**src/rtl/booth_mul_arbiter.sv**
```systemverilog
// Two-requester front end for a shared booth_multiplier: round-robin issue stage,
// operand sign/zero extension, and an in-order owner FIFO that routes results back.
module booth_mul_arbiter #(
  parameter int XLEN    = 32,
  parameter int ID_W    = 4,
  parameter int MAX_OUT = 4
) (
  input  logic                       clk,
  input  logic                       rst,
  input  logic [1:0]                 req_valid_i,
  output logic [1:0]                 req_ready_o,
  input  logic [2*XLEN-1:0]          req_a_i,
  input  logic [2*XLEN-1:0]          req_b_i,
  input  logic [1:0]                 req_signed_i,
  input  logic [2*ID_W-1:0]          req_id_i,
  output logic                       mul_valid_o,
  input  logic                       mul_ready_i,
  output logic [XLEN:0]              mul_data1_o,
  output logic [XLEN:0]              mul_data2_o,
  input  logic                       mul_valid_i,
  output logic                       mul_ready_o,
  input  logic [2*XLEN-1:0]          mul_res_i,
  output logic [1:0]                 resp_valid_o,
  input  logic [1:0]                 resp_ready_i,
  output logic [2*XLEN-1:0]          resp_res_o,
  output logic [ID_W-1:0]            resp_id_o,
  output logic [$clog2(MAX_OUT):0]   outstanding_o,
  output logic                       err_o
);

  localparam int PW = $clog2(MAX_OUT);
  localparam int OW = PW + 1;

  typedef struct packed {
    logic            owner;
    logic [ID_W-1:0] id;
  } tag_t;

  logic            stage_valid;
  logic            stage_owner;
  logic [ID_W-1:0] stage_id;
  logic [XLEN:0]   stage_d1;
  logic [XLEN:0]   stage_d2;

  tag_t            fifo_mem [MAX_OUT];
  logic [PW-1:0]   wr_ptr;
  logic [PW-1:0]   rd_ptr;
  logic [OW-1:0]   fifo_cnt;
  tag_t            head;
  logic            fifo_nonempty;

  logic            last_grant;
  logic            err_q;

  logic [1:0]      grant;
  logic            gnt_idx;
  logic            stage_pop;
  logic            res_pop;
  logic            stage_free;
  logic            accept;
  logic [OW-1:0]   outstanding;
  logic [XLEN-1:0] sel_a;
  logic [XLEN-1:0] sel_b;
  logic            sel_sgn;

  // Round robin: on conflict the requester not granted last wins.
  always_comb begin
    grant = 2'b00;
    case (req_valid_i)
      2'b01:   grant = 2'b01;
      2'b10:   grant = 2'b10;
      2'b11:   grant = last_grant ? 2'b01 : 2'b10;
      default: grant = 2'b00;
    endcase
  end

  assign gnt_idx       = grant[1];
  assign sel_a         = req_a_i[gnt_idx*XLEN +: XLEN];
  assign sel_b         = req_b_i[gnt_idx*XLEN +: XLEN];
  assign sel_sgn       = req_signed_i[gnt_idx];

  assign head          = fifo_mem[rd_ptr];
  assign fifo_nonempty = (fifo_cnt != '0);
  assign outstanding   = OW'(stage_valid) + fifo_cnt;

  assign stage_pop  = !rst && stage_valid && mul_ready_i;
  assign res_pop    = !rst && mul_valid_i && fifo_nonempty && resp_ready_i[head.owner];
  assign stage_free = !stage_valid || stage_pop;

  // At the cap, a new op may only replace one leaving the stage while a result leaves too.
  assign accept = !rst && (grant != 2'b00) &&
                  ((stage_free && (outstanding < OW'(MAX_OUT))) ||
                   ((outstanding == OW'(MAX_OUT)) && stage_pop && res_pop));

  assign req_ready_o   = accept ? grant : 2'b00;
  assign mul_valid_o   = !rst && stage_valid;
  assign mul_data1_o   = stage_d1;
  assign mul_data2_o   = stage_d2;
  assign resp_res_o    = mul_res_i;
  assign resp_id_o     = head.id;
  assign outstanding_o = outstanding;
  assign err_o         = err_q;

  always_comb begin
    resp_valid_o = 2'b00;
    mul_ready_o  = 1'b0;
    if (!rst) begin
      if (fifo_nonempty) begin
        mul_ready_o               = resp_ready_i[head.owner];
        resp_valid_o[head.owner]  = mul_valid_i;
      end else begin
        // Orphan result: swallow it so the multiplier cannot wedge.
        mul_ready_o = mul_valid_i;
      end
    end
  end

  always_ff @(posedge clk) begin
    if (rst) begin
      stage_valid <= 1'b0;
      wr_ptr      <= '0;
      rd_ptr      <= '0;
      fifo_cnt    <= '0;
      last_grant  <= 1'b1;
      err_q       <= 1'b0;
    end else begin
      if (accept) begin
        stage_valid <= 1'b1;
        stage_owner <= gnt_idx;
        stage_id    <= req_id_i[gnt_idx*ID_W +: ID_W];
        stage_d1    <= {sel_sgn & sel_b[XLEN-1], sel_b};
        stage_d2    <= {sel_sgn & sel_a[XLEN-1], sel_a};
        last_grant  <= gnt_idx;
      end else if (stage_pop) begin
        stage_valid <= 1'b0;
      end
      if (stage_pop) wr_ptr <= wr_ptr + PW'(1);
      if (res_pop)   rd_ptr <= rd_ptr + PW'(1);
      case ({stage_pop, res_pop})
        2'b10:   fifo_cnt <= fifo_cnt + OW'(1);
        2'b01:   fifo_cnt <= fifo_cnt - OW'(1);
        default: fifo_cnt <= fifo_cnt;
      endcase
      if (mul_valid_i && !fifo_nonempty) err_q <= 1'b1;
    end
  end

  always_ff @(posedge clk) begin
    if (stage_pop) fifo_mem[wr_ptr] <= '{owner: stage_owner, id: stage_id};
  end

endmodule

```
**config.mk**
```make
export PLATFORM = sky130hd
export DESIGN_NAME = booth_mul_arbiter
export DESIGN_NICKNAME = d
export VERILOG_FILES = /design/src/rtl/booth_mul_arbiter.sv
export SDC_FILE = /design/constraint.sdc
export NUM_CORES = 1
export LEC_CHECK = 0
export ABC_CLOCK_PERIOD_IN_PS = 8100
export CORE_AREA = 2 2 136 138
export DETAILED_ROUTE_END_ITERATION = 16
export DIE_AREA = 0 0 138 140
export PLACE_DENSITY = 0.69
export SYNTH_ARGS = -nofsm -noshare
export SYNTH_HDL_FRONTEND = slang
export SYNTH_SLANG_ARGS = --single-unit
```
**constraint.sdc**
```tcl
create_clock -name clk -period 8.1 [get_ports clk]
set_clock_uncertainty 0.1 [all_clocks]
set_input_delay 1.215 -clock clk [delete_from_list [all_inputs] [get_ports clk]]
set_output_delay 1.215 -clock clk [all_outputs]
set_load 0.01 [all_outputs]
```
== After elaboration in Yosys (flattened, before gate mapping) ==
Memories as Yosys holds them, arrays and structs flattened. A register that Yosys moved wholly into a read port is not among the register bits.
Index checks and enable logic that the tools add are counted.
W data, S select, Z words.

* Logic and storage cells: 75
* Memories kept: 1
* Register bits after elaboration: 81
* Bits in writable memories: 20
* Output and inout port bits: 144
* Bits of input ports: 210

* Equality and inequality tests: 6
* Bitwise logic cells: 4
* Shift-type cells: 3
* Mux-type cells: 20
* Reductions and logical operators: 22
* $add $sub $neg: 5
* $lt $le $gt $ge: 4

{| class="wikitable"
|+ Memories
! name !! depth !! width !! rd ports !! clocked after memory_dff !! wr ports !! line !! text
|-
| fifo_mem || 4 || 5 || 1 || 1 || 1 || 45 || <nowiki>tag_t fifo_mem [MAX_OUT];</nowiki>
|}

{| class="wikitable"
|+ Operator list
! operator !! count
|-
| $shiftx A64 B7 Y32 || 2
|-
| $logic_and A1 B1 Y1 || 12
|-
| $mux W2 || 6
|-
| $mux W1 || 11
|-
| $shiftx A8 B4 Y4 || 1
|-
| $eq A2 B2 Y1 const B || 3
|-
| $pmux W2 S3 || 1
|-
| $pmux W3 S2 || 1
|-
| $reduce_bool A2 Y1 || 3
|-
| $add A2 B1 Y2 const B || 2
|-
| $eq A2 B1 Y1 const B || 2
|-
| $lt A1 B2 Y1 const B || 2
|-
| $add A1 B3 Y3 || 1
|-
| $add A3 B1 Y3 const B || 1
|-
| $eq A3 B3 Y1 const B || 1
|-
| $logic_not A1 Y1 || 3
|-
| $lt A3 B3 Y1 const B || 1
|-
| $reduce_bool A3 Y1 || 1
|-
| $sub A3 B1 Y3 const B || 1
|-
| $and A1 B1 Y1 || 2
|-
| $and A2 B2 Y2 || 1
|-
| $logic_or A1 B1 Y1 || 2
|-
| $reduce_and A2 Y1 || 1
|-
| $demux W1 S1 || 1
|-
| other kinds (2) || 2
|}

== Logic depth before layout (Yosys ltp) ==
Gate-level depths: netlist of the first run.

* Depth in word-level cells: 8
* Depth in mapped cells: 10
* Gate-level depth less buffers: 9

== Least setup slack after synthesis of the first run ==
No wires, ideal clock.

* Kind: input -> register
* From: input rst
* To: register stage_d1[0], in the netlist mul_data1_o[0], enable pin
* Arrival: 7.056 ns
* Stages on the path: 7
* Required time: 7.413 ns
* Setup time: 0.587 ns
* Setup slack: 0.357 ns
* Cells stage by stage: buf_6 nand2b_4 nor2_4 inv_2 nor4b_2 a31oi_1 nor3_1

* Word-level cells in the longest chain between the ends: 8
* Elaborated cells between the ends (all ways): 15
* Those cells by class: 1 x bitwise; 14 x reduce/logical

{| class="wikitable"
|+ Ends and longest elaborated chain
! what !! line !! text
|-
| start: declaration || 9 || <nowiki>input logic rst,</nowiki>
|-
| $logic_not A1 Y1 || n/a ||
|-
| $logic_and A1 B1 Y1, on equally long branches (2 in a row) || 86, 87 ||
|-
| $logic_or A1 B1 Y1, or another cell as far along || 88 || <nowiki>assign stage_free = !stage_valid || stage_pop;</nowiki>
|-
| $logic_and A1 B1 Y1, on equally long branches || 92, 93 ||
|-
| $logic_or A1 B1 Y1 || 92 || <nowiki>((stage_free && (outstanding < OW'(MAX_OUT))) ||</nowiki>
|-
| $logic_and A1 B1 Y1 || 91 || <nowiki>assign accept = !rst && (grant != 2'b00) &&</nowiki>
|-
| $reduce_and A2 Y1 (no source line) * || n/a ||
|-
| end signal: assignment || 131 || <nowiki>stage_d1 <= {sel_sgn & sel_b[XLEN-1], sel_b};</nowiki>
|-
| end: declaration || 42 || <nowiki>logic [XLEN:0] stage_d1;</nowiki>
|}

Every way passes the cells marked *; elsewhere a longest branch is shown, timed or not.
A chain may end at the register's enable or synchronous reset.

== Final worst setup path of the first run ==
* From: input rst
* To: output req_ready_o[1]

* Word-level cells in the longest chain between the ends: 8
* Elaborated cells between the ends (all ways): 14
* Those cells by class: 1 x mux; 13 x reduce/logical

{| class="wikitable"
|+ Ends and longest elaborated chain
! what !! line !! text
|-
| $logic_not A1 Y1 * || n/a ||
|-
| $logic_and A1 B1 Y1, on equally long branches (2 in a row) || 86, 87 ||
|-
| $logic_or A1 B1 Y1, or another cell as far along || 88 ||
|-
| $logic_and A1 B1 Y1, on equally long branches || 92, 93 ||
|-
| $logic_or A1 B1 Y1 || 92 ||
|-
| $logic_and A1 B1 Y1 * || 91 ||
|-
| $mux W2 * || 95 || <nowiki>assign req_ready_o = accept ? grant : 2'b00;</nowiki>
|-
| end: declaration || 11 || <nowiki>output logic [1:0] req_ready_o,</nowiki>
|}

Marks and branches as above.

==> out/summary.txt, run 1 <==
Crit path time final = 5.372 ns
Maximum number of pins on one net before global-route repair = 72
Global-route wire length before repair = 18.65 mm
Die extent in x = 138 um
Antenna violation net count after detailed routing = 0
H-tree Lvls = 3
Cts-stage hold buffer count = 0
Post-DP HPWL = 9.539 mm
Fill cells = 1648
1st-pass router iterations = 4
Clock tree from TritonCTS = built
Distinct cells, synth = 44
Vias in the first global route = 3438
Final net count = 716
Sequential fraction of the synthesis area = 59.88%
Detailed-route DRC error count = 0
Total count of hold-check failures in the final report = 0
Sum of negative setup slack = 0 ns
Class of the tightest hold or removal check = flop to flop
Yosys Warn Count = 0
Routed wirelength normalized by instance count = 16.63 um
Highest Clock Rate = 186.1 MHz
EDFF count, synth = 91
Number of buffers added for setup after CTS = 0
Number of port buffers = 225
Share of cells above drive strength 1 = 16.90%
Clock tree buffer depth = 2
Highest fanout seen on the critical path = 19
Ratio of total power to cell area = 174.7 nW/um2
Core outline area = 17780 um2
Via Count = 3184
Total wirelength of the detailed-routed design = 12.17 mm
Setup repair after global routing missed its margin = false
Post-CTS Resized = 0
Global routing usage summed across all routing layers = 12.55%
Cell row count = 49
Async set or reset register ratio after synthesis = 0%
Launching element type of the critical path = input port
Commonest non-fill, non-tap cell in the layout = sky130_fd_sc_hd__clkdlybuf4s50_1
Number of sinks driven by the clock tree = 103
Pre-CTS worst setup slack = 2.734 ns
Data required, critical path = 6.78 ns
Crit Path Class = input port to output port
Worst Setup End Kind = output port
Primary FF master, synth = sky130_fd_sc_hd__edfxtp_1
Clk Tree Root Cell = sky130_fd_sc_hd__clkbuf_16
Worst relative slew slack = 38.20%
Global placement routability congestion = 0.8046
Finished Core Util = 41.07%
Cell count after synthesis = 333
Final setup slack of the worst path = 2.728 ns
Final worst-path cycle share = 66.33%
Clock latency at the later pin of the worst-skew pair = 0.34 ns
Area growth syn-to-layout = 47.08%
1st-iter DRT viols = 118
Effective utilization at floorplan = 27.92%
I/O pin count = 354
Total overflow reported by the global router = 0
Initial antenna violation count = 0
Arrival time at the worst endpoint = 4.06 ns
Number of register bits inferred by synthesis = 103
Area of the die = 19320 um2
Leakage power = 2.522 nW
Final count of pins violating max slew = 0
Number of diodes added for antenna fixing = 0
Run status = finished clean
Die H = 140 um
Number of endpoints failing setup at the final stage = 0
Leading cell types in the layout, fill and taps excluded = 225 x sky130_fd_sc_hd__clkdlybuf4s50_1, 91 x sky130_fd_sc_hd__edfxtp_1, 55 x sky130_fd_sc_hd__mux2_2
Peak supply drop = 0.08392 mV
Mapped Nets = 551
CTS buffer count = 9
Total of max-cap violations = 0
Netlist Area Pre-Place = 4965 um2
Avg Inst Size Synth = 14.91 um2
Reg clk slew, reported paths = 0.07 ns
Worst-Margin Slew = 0.9270 ns
Via-to-Cell Ratio = 4.350
-- cell type report --
class | instances | area, um2 | share of cell area, %
flip-flops and latches | 103 | 2973 | 40.71
well taps | 229 | 286.5 | 3.924
clock buffers | 9 | 225.2 | 3.084
inverters | 10 | 37.54 | 0.5141
multi-input cells | 146 | 1436 | 19.67
repair buffers | 228 | 2275 | 31.15
clock inverters | 7 | 68.82 | 0.9424
-- state kept, by name (all words and copies together) (netlist names), named ones only --
signal	count
stage_id	4
last_grant	1
wr_ptr	2
fifo_mem	20
fifo_cnt	3
mul_data2_o	33
err_o	1
stage_valid	1
stage_owner	1
mul_data1_o	33
rd_ptr	2
-- worst paths after layout --
kind / slack (ns) / end / depth (start not counted) / startpoint
worst min-delay path: 0.40 / rd_ptr[1]$_SDFFE_PP0P_ / 1 / rd_ptr[1]$_SDFFE_PP0P_
worst max-delay path: 2.73 / req_ready_o[1] / 8 / rst
worst min register to register: 0.40 / rd_ptr[1]$_SDFFE_PP0P_ / 1 / rd_ptr[1]$_SDFFE_PP0P_
worst max register to register: 5.24 / mul_data1_o[22]$_DFFE_PP_ / 7 / fifo_cnt[0]$_SDFFE_PP0P_
-- stage by stage --
stage | hold WS (ns) | total power [mW] | cell area, um2 | std cells
detailed placement | 0.3855 | 0.8598 | 7008 | 716
floorplan | 0.3280 | 0.7549 | 4965 | 333
CTS | 0.4010 | 1.296 | 7302 | 732
global placement | 0.3536 | 0.8556 | 7008 | 716
finish | 0.3955 | 1.276 | 7302 | 732
global route | 0.4068 | 1.331 | 7302 | 732
-- power breakdown --
part	switching, mW	internal (mW)	total [mW]	leakage [nW]
Sequential	0.0103	0.615	0.625	0.947
Combinational	0.0796	0.141	0.220	1.43
Clock	0.190	0.240	0.431	0.146
Total	0.280	0.996	1.28	2.52
-- worst max-delay path: stages --
cell	delay (ns)
sky130_fd_sc_hd__clkdlybuf4s50_1	0.75
sky130_fd_sc_hd__nand2b_4	0.31
sky130_fd_sc_hd__nor2_4	0.15
sky130_fd_sc_hd__inv_2	0.08
sky130_fd_sc_hd__nor4b_2	0.38
sky130_fd_sc_hd__a31oi_1	0.22
sky130_fd_sc_hd__nor4b_1	0.34
sky130_fd_sc_hd__clkdlybuf4s50_1	0.61
-- cells by family after synthesis --
family          after synthesis  share of synthesized area, %
compound gates               16                         1.940
simple gates                 40                         4.738
buf+inv                      84                         11.52
mux                          78                         19.05
fa+ha+maj                     8                         2.167
flops                       103                         59.88
xor+xnor                      4                        0.7058
-- synthesized netlist by cell type, types with 4 or more instances --
| cell | number | area (um2) |
|---|---|---|
| sky130_fd_sc_hd__and2_1 | 4 | 25.02 |
| sky130_fd_sc_hd__a21oi_1 | 7 | 35.03 |
| sky130_fd_sc_hd__dfxtp_1 | 12 | 240.2 |
| sky130_fd_sc_hd__nor2_1 | 15 | 56.30 |
| sky130_fd_sc_hd__mux2_2 | 55 | 619.3 |
| sky130_fd_sc_hd__inv_1 | 7 | 26.28 |
| sky130_fd_sc_hd__mux2_1 | 11 | 123.9 |
| sky130_fd_sc_hd__clkbuf_1 | 7 | 26.28 |
| sky130_fd_sc_hd__mux2i_1 | 6 | 60.06 |
| sky130_fd_sc_hd__buf_4 | 64 | 480.5 |
| sky130_fd_sc_hd__edfxtp_1 | 91 | 2733 |
| sky130_fd_sc_hd__mux4_1 | 4 | 105.1 |
| sky130_fd_sc_hd__ha_1 | 7 | 87.58 |
-- layer usage --
layer | up-vias | share of wire (%) | track usage [%]
met5 | - | 0 | 0.2506
met4 | 0 | 4.6 | 8.432
met3 | 49 | 11 | 5.744
met2 | 183 | 51 | 21.73
met1 | 1472 | 34 | 11.94
li1 | 1480 | - | -
Note: power is estimated with default switching activity, not from simulation.
==> run 2, diff against run 1 <==
Settings changed: ABC_CLOCK_PERIOD_IN_PS 8100 to 5050, CORE_AREA 2 2 136 138 to 2 2 138 140, DIE_AREA 0 0 138 140 to 0 0 140 142, PLACE_DENSITY 0.69 to 0.65.
Clock period 8.1 ns to 5.05 ns, I/O delays scaled along.
==> run 2 against run 1 <==
Against the previous run: critical path type unchanged; wire length is 1.6% lower; worst hold slack got worse by 0.019 ns; highest routed layer unchanged; critical path depth stayed put; combinational power rose by 63%; final area up 0.29%; register-to-register slack got worse by 3.1 ns; critical endpoint unchanged; the run now ends with design-rule violations left; clock-buffer cell count rose by 2; non-clock buffer count stayed put; core utilization fell by 1.4 points; die area rose by 2.9%; worst setup slack got worse by 2.0 ns; power increased by 60%.
==> out/summary.txt, run 2 (same netlist as run 1, synthesis figures left out) <==
Run status = finished, violations left
Violated checks = design-rule violations
Cell row count = 50
Number of sinks driven by the clock tree = 103
Clock latency at the later pin of the worst-skew pair = 0.34 ns
Via-to-Cell Ratio = 4.315
Global-route wire length before repair = 18.02 mm
Sum of negative setup slack = 0 ns
Post-CTS Resized = 0
Initial antenna violation count = 0
Final setup slack of the worst path = 0.7347 ns
Routed wirelength normalized by instance count = 16.24 um
Sequential Area = 2973 um2
Maximum number of pins on one net before global-route repair = 72
Total of max-cap violations = 0
1st-pass router iterations = 11
Reg clk slew, reported paths = 0.07 ns
Clock tree buffer depth = 2
Highest Clock Rate = 231.7 MHz
Worst relative slew slack = 37.71%
H-tree Lvls = 3
Vias in the first global route = 3389
Clock tree from TritonCTS = built
Detailed-route DRC error count = 20
Effective utilization at floorplan = 26.90%
Area of combinational cells with multiple inputs = 1443 um2
Critical path's most frequent cell = sky130_fd_sc_hd__clkdlybuf4s50_1
Number of buffers added for setup after CTS = 0
Number of endpoints failing setup at the final stage = 0
Share of cells above drive strength 1 = 16.70%
Clk Tree Root Cell = sky130_fd_sc_hd__clkbuf_16
Leading cell types in the layout, fill and taps excluded = 225 x sky130_fd_sc_hd__clkdlybuf4s50_1, 91 x sky130_fd_sc_hd__edfxtp_1, 55 x sky130_fd_sc_hd__mux2_2
Worst-Margin Slew = 0.9343 ns
Pre-CTS worst setup slack = 0.7527 ns
Number of port buffers = 225
Placed standard-cell area = 7033 um2
Global placement routability congestion = 0.7416
Commonest non-fill, non-tap cell in the layout = sky130_fd_sc_hd__clkdlybuf4s50_1
Via Count = 3180
Total count of hold-check failures in the final report = 0
Final count of pins violating max slew = 0
Finished Core Util = 39.68%
CTS buffer count = 9
Final design area excluding fillers = 7323 um2
Cts-stage hold buffer count = 0
I/O pin count = 354
Global routing usage summed across all routing layers = 11.94%
Data required, critical path = 4.19 ns
Die extent in x = 140 um
Total wirelength of the detailed-routed design = 11.97 mm
Ratio of total power to cell area = 279.4 nW/um2
Slowest library cell on the worst path = sky130_fd_sc_hd__clkdlybuf4s50_1
1st-iter DRT viols = 135
Worst Setup End Kind = output port
Leakage power = 2.516 nW
Final net count = 716
Launching element type of the critical path = input port
Area of the die = 19880 um2
Core outline area = 18460 um2
Setup repair after global routing missed its margin = false
Fill cells = 1706
Antenna violation net count after detailed routing = 0
Highest fanout seen on the critical path = 10
Crit Path Class = input port to output port
Highest cell delay on the worst timing path = 0.61 ns
Die H = 142 um
Peak supply drop = 0.1472 mV
Number of diodes added for antenna fixing = 0
Total overflow reported by the global router = 0
Area growth syn-to-layout = 47.50%
Class of the tightest hold or removal check = flop to flop
Crit path time final = 4.315 ns
Final worst-path cycle share = 85.45%
Arrival time at the worst endpoint = 3.46 ns
Worst-path cell chain = clkdlybuf4s50_1 > nand2b_4 > nor2_4 > inv_2 > nor4b_2 > a31oi_1 > nor4b_1 > clkdlybuf4s50_1
Post-DP HPWL = 9.232 mm
[run 2: changes by cell type in the layout (fill, tap and decap cells not counted)]
cell / before / now
sky130_fd_sc_hd__clkinv_2: 1 / 0
sky130_fd_sc_hd__clkinvlp_4: 0 / 2
sky130_fd_sc_hd__clkinv_1: 3 / 2
sky130_fd_sc_hd__buf_4: 3 / 2
sky130_fd_sc_hd__buf_12: 0 / 1
sky130_fd_sc_hd__inv_6: 3 / 1
sky130_fd_sc_hd__nor3_2: 2 / 1
sky130_fd_sc_hd__nor3_4: 0 / 1
sky130_fd_sc_hd__clkbuf_1: 0 / 2
[run 2: path summary, 6_finish.rpt]
| kind | slack [ns] | depth (start not counted) | endpoint | from |
|---|---|---|---|---|
| setup / recovery | 0.73 | 8 | req_ready_o[1] | rst |
| hold / removal | 0.38 | 2 | err_o$_SDFFE_PP0P_ | err_o$_SDFFE_PP0P_ |
| setup reg to reg | 2.15 | 7 | mul_data1_o[18]$_DFFE_PP_ | fifo_cnt[0]$_SDFFE_PP0P_ |
| hold reg to reg | 0.38 | 2 | err_o$_SDFFE_PP0P_ | err_o$_SDFFE_PP0P_ |
[run 2: critical path, delay by kind of cell]
family / cells / cell delay [ns]
buffers and inverters: 3 / 1.29
AND/OR/NAND/NOR: 4 / 1.15
AO/OA/AOI/OAI: 1 / 0.27
[run 2: routing by layer]
metal / vias to the layer above / global-route usage, % / wire (um)
li1: 1482 / - / -
met4: 0 / 5.423 / 293
met1: 1490 / 12.41 / 4233
met5: - / 0 / 0
met3: 26 / 6.225 / 1253
met2: 182 / 20.20 / 6189
[run 2: through the flow]
stage               hold slack, ns  power [mW]  cells
finish                      0.3763       2.046    737
global placement            0.3464       1.377    721
global route                0.4171       2.135    737
CTS                         0.3770       2.081    737
detailed placement          0.3660       1.384    721
floorplan                   0.3280       1.208    333
[run 2: power breakdown]
group          switching, mW  internal (mW)  total, mW
clock                  0.301          0.385      0.686
combinational          0.131          0.228      0.358
sequential            0.0162          0.986       1.00
[run 2: final cells by class]
class | count | area share, %
clock buffers | 11 | 3.178
repair buffers | 228 | 31.23
multi-input cells | 146 | 19.70
well taps | 234 | 3.998
inverters | 10 | 0.5126
flip-flops and latches | 103 | 40.59
clock inverters | 5 | 0.7859
